--- src/rtl/coins_to_num.sv ---
// coins_to_num: coin credit accumulator with per-denomination counts, reject pulse and freeze-for-read handshake.
// Define COINS_TO_NUM_DOLLAR_EN to accept dollar coins (coin_type 3); otherwise they are always rejected.
module coins_to_num #(
   parameter int MAX_CENTS = 500
) (
   input  logic        clk,
   input  logic        rst_n,
   input  logic        coin_valid,
   input  logic [1:0]  coin_type,
   output logic        coin_ready,
   input  logic        clear,
   input  logic        rd_req,
   output logic        rd_ack,
   output logic [8:0]  total,
   output logic [13:0] coins,
   output logic        reject
);
   typedef enum logic [1:0] {IDLE, ACCUM, FULL, HOLD} state_t;
   localparam logic [9:0] MAX = 10'(MAX_CENTS);
   state_t state, next;
   logic [3:0] cnt_n, cnt_d, cnt_q, cnt_o, cnt_sel;
   logic [9:0] val, sum;
   logic type_ok, accept, clr;

   function automatic state_t level(input logic [9:0] t);
      return t == 10'd0 ? IDLE : t == MAX ? FULL : ACCUM;
   endfunction

   // 10-bit sum so total+100 cannot wrap before the ceiling compare
   always_comb begin
      val = coin_type == 2'd0 ? 10'd5 : coin_type == 2'd1 ? 10'd10 : coin_type == 2'd2 ? 10'd25 : 10'd100;
      cnt_sel = coin_type == 2'd0 ? cnt_n : coin_type == 2'd1 ? cnt_d : coin_type == 2'd2 ? cnt_q : cnt_o;
      sum = {1'b0, total} + val;
      clr = clear && state != HOLD;
      accept = coin_valid && coin_ready && type_ok && sum <= MAX && cnt_sel < 4'd9;
   end

   always_ff @(posedge clk or negedge rst_n)
      if (!rst_n) state <= IDLE;
      else state <= next;

   always_comb
      next = rd_req ? HOLD : clr ? IDLE : accept ? level(sum) : level({1'b0, total});

   always_comb begin
      coin_ready = (state == IDLE || state == ACCUM) && !clear;
      rd_ack = state == HOLD;
      coins = 14'(cnt_o) * 14'd1000 + 14'(cnt_q) * 14'd100 + 14'(cnt_d) * 14'd10 + 14'(cnt_n);
   end

   always_ff @(posedge clk or negedge rst_n)
      if (!rst_n) begin
         total <= '0;
         cnt_n <= '0;
         cnt_d <= '0;
         cnt_q <= '0;
         reject <= 1'b0;
      end else begin
         reject <= coin_valid && !accept;
         if (clr) begin
            total <= '0;
            cnt_n <= '0;
            cnt_d <= '0;
            cnt_q <= '0;
         end else if (accept) begin
            total <= sum[8:0];
            cnt_n <= cnt_n + 4'(coin_type == 2'd0);
            cnt_d <= cnt_d + 4'(coin_type == 2'd1);
            cnt_q <= cnt_q + 4'(coin_type == 2'd2);
         end
      end

`ifdef COINS_TO_NUM_DOLLAR_EN
   assign type_ok = 1'b1;
   always_ff @(posedge clk or negedge rst_n)
      if (!rst_n) cnt_o <= '0;
      else if (clr) cnt_o <= '0;
      else if (accept && coin_type == 2'd3) cnt_o <= cnt_o + 4'd1;
`else
   assign type_ok = coin_type != 2'd3;
   assign cnt_o = 4'd0;
`endif
endmodule

--- config.mk ---
export PLATFORM = sky130hd
export DESIGN_NAME = coins_to_num
export DESIGN_NICKNAME = d
export VERILOG_FILES = /design/src/rtl/coins_to_num.sv
export SDC_FILE = /design/constraint.sdc
export NUM_CORES = 1
export LEC_CHECK = 0
export CAP_MARGIN = 20
export CORE_UTILIZATION = 32
export CTS_CLUSTER_SIZE = 25
export DETAILED_ROUTE_END_ITERATION = 7
export GPL_TIMING_DRIVEN = 0
export PLACE_DENSITY = 0.54
export SKIP_LAST_GASP = 1
export SLEW_MARGIN = 25
export SYNTH_ARGS = -nofsm -noshare
export SYNTH_HDL_FRONTEND = slang
export SYNTH_SLANG_ARGS = --single-unit
--- constraint.sdc ---
create_clock -name clk -period 4.05 [get_ports clk]
set_input_delay 0.81 -clock clk [delete_from_list [all_inputs] [get_ports clk]]
set_output_delay 0.81 -clock clk [all_outputs]
set_load 0.03 [all_outputs]
==> out/qor.yml <==
setup_path:
  max_stage_delay_ns: 0.42
  r2r_cells: 10
  crit_family: "adder cells"
  crit_start: "cnt_d[1]"
  critPathKind: "reg2out"
  start_kind: "register"
  cpMaxStageDelayCell: "dfrtp_2"
  crit_path_max_fanout: 3
  cp.required_ns: 3.24
  path_cells: "ha_1 > ha_2 > fa_2 > xor2_1 > ha_1 > ha_4 > a21boi_2 > o21ai_2 > a21boi_2 > o21ai_2 > xnor2_2 > buf_6"
  worst-path-buf-inv: 1
  reg2reg_from: "total[0]"
  crit_cells: 12
  worstPathArrival_ns: 3.13
  endpoint_kind: "primary output"
sta:
  rsz0062_at_grt: "true"
  fmax_mhz: 254
  finalClockSkew_ns: 0.00239
  finalHoldViolations: 0
  fin_crit_sh_pct: 97.2
  setup_tns_ns: 0
  worst_pin_slew_ns: 0.570
  slew_headroom_pct: 62.0
  maxSlewViolCount: 0
  fin_crit_ns: 3.94
  setup_viol: 0
synth:
  synth-compound-area-share_pct: 19.7
  synth.distinct_cells: 54
  synth_flop_cell: "dfrtp_1"
  syn_area_um2: 2560
  synth_top_area_share_pct: 23.5
  synthTopCellsByArea: "dfrtp_1 (23%), ha_1 (22%), inv_1 (5.0%)"
  synthSimpleGateAreaFrac_pct: 15.5
  ys_seq_elements: 24
  seq_area_frac_synth_pct: 23.5
  yosys.area.top_type: "dfrtp_1"
  async_flop_share_pct: 100
  synth_top_family_by_area: "adder cells"
  synth_xor_area_share_pct: 5.13
  synth_edf_count: 0
  synthAdderAreaFrac_pct: 26.2
  synth_commonest_cells: "ha_1 (44), inv_1 (34), dfrtp_1 (24)"
  synth_warnings: 0
  synth.most_common_cell: "ha_1"
  syn_avg_cell_area_um2: 8.80
  syn_inst: 291
  synth_mux_area_share_pct: 0.831
place:
  postPlaceCellArea_um2: 2990
  dp_hpwl_mm: 4.74
  routabilityCongestion: 0.845
  io_buffers: 30
  dp_cells: 424
power:
  irDropWorstVdd_mv: 0.120
  p_leak_uw: 0.00153
  power_density_nw_per_um2: 227
global_routing:
  grt_overflow_total: 0
  grt_use_total_pct: 15.1
  antenna_found_initial: 0
  grt_pass1_vias: 2178
  grt_max_degree: 25
  grt_pass1_wl_mm: 10.1
floorplan:
  die_area_um2: 8360
  ioPinCount: 33
  placementRows: 32
  core_um2: 7730
  die_w_um: 91.4
  initial_core_util_pct: 33.1
  fp.dieH_um: 91.4
status:
  outcome: "finished clean"
cells_and_area:
  drive_gt1_share_pct: 15.8
  fin_nets: 388
  area_growth_pct: 22.9
  n_antenna_cell: 0
  design_area_um2: 3150
  fin_cells: 432
drt:
  viasPerCell: 5.13
  routed-via-count: 2218
  wirelength_mm: 6.04
  drc: 0
  firstDrtPassIters: 4
  routedWlPerCell_um: 14.0
  ant_nets: 0
  drt_iter0_markers: 116
clock_network:
  cts_tree: "built"
  clock-sinks: 24
  clock-root-buffer: "clkbuf_8"
  insertion_delay_ns: 0.27
  clockBufferDepth: 2
  numCtsBuffers: 3
  htree_levels: 1
  hold_buffers: 0
  clkSlewWorstSetupHoldPaths_ns: 0.09
hold_path:
  hp-class: "in2async"
flow_run:
  maxCapViolations: 0
layout by cell type, fill, tap and decap left out, types with 2 or more instances in the layout:
cell type / n
ha_1: 41
inv_1: 34
dfrtp_1: 22
clkdlybuf4s50_1: 22
nand3_1: 18
o21ai_0: 17
nor2_1: 15
nand2_1: 12
a21oi_1: 11
buf_4: 10
o21ai_1: 9
xnor2_1: 8
o211ai_1: 7
xor2_1: 6
buf_2: 6
o21ai_2: 5
buf_6: 5
or3_1: 5
fa_1: 5
nor3_1: 4
clkbuf_8: 4
nor2b_1: 3
a21o_1: 3
and3_1: 3
and2_1: 3
a21oi_2: 2
a21boi_2: 2
o21a_1: 2
a211oi_2: 2
a211oi_1: 2
o31ai_1: 2
or4_1: 2
nand4_1: 2
ha_4: 2
conb_1: 2
dfrtp_2: 2
layout make-up:
cell class                      instances  area (um2)
Tap cell                              102         128
Multi-Input combinational cell        220        1810
Buffer                                 14         103
Sequential cell                        24         603
Inverter                               34         128
Clock buffer                            4        55.1
Fill cell                             799        4580
Timing Repair Buffer                   34         319
state kept, by name, summed over array words and instances (netlist names):
| signal | flops |
|---|---|
| reject | 1 |
| cnt_n | 4 |
| cnt_q | 4 |
| cnt_d | 4 |
| state | 2 |
| total | 9 |
worst paths after layout:
kind                        endpoint  slack, ns
max                        coins[10]       0.11
min                         total[7]       0.52
max reg2reg                 total[2]       0.96
min reg2reg                 cnt_n[0]       0.58
max in group asynchronous   cnt_d[1]       3.11
min in group clk            cnt_n[0]       0.58
cells by family (layout without fill, tap and decap cells):
logic type                 Yosys count  after routing
AOI/OAI and AO/OA                   76             76
and+or+nand+nor                     75             75
xor gates and xnor gates            15             15
other                                1              2
muxes                                2              2
buffers and inverters               48             86
DFF                                 24             24
adders and majority gates           50             50
worst reg2reg max path, delay by kind of cell (launching register included):
kind                       cells  cell delay, ns
buffers and inverters          2            0.40
AOI/OAI and AO/OA              4            0.97
and+or+nand+nor                2            0.43
DFF                            1            0.42
adders and majority gates      2            0.73
timing repair:
item,CTS,global route
gates resized for setup,30,24
setup buffers,3,1
setup endpoints to repair,6,19
pin swaps,2,5
per-layer routing:
metal | wire length [um] | GRT usage, % | up-vias | part of all wire [%]
li1 | - | - | 1106 | -
met1 | 2760 | 18.7 | 1062 | 46
met2 | 3020 | 26.7 | 38 | 50
met3 | 128 | 1.09 | 12 | 2.1
met4 | 129 | 6.61 | 0 | 2.1
met5 | 0 | 0 | - | 0
where the power goes:
group	switching [uW]	internal (uW)	leakage [uW]
Combinational	168	112	0.00118
Clock	78.5	86.9	0.0000288
Sequential	17.0	253	0.000320
through the flow:
step / total power (uW) / worst slack [ns] / hold WS, ns / utilization (%)
after detailed placement: 547 / -0.599 / 0.572 / 38.7
after CTS: 715 / -0.131 / 0.540 / 39.6
after global routing: 762 / -0.0514 / 0.558 / 40.7
after floorplan: 459 / 0.140 / 0.513 / -
after global placement: 544 / -0.578 / 0.562 / 38.8
final: 715 / 0.114 / 0.519 / 40.7
Power figures use the tool's default switching activity.
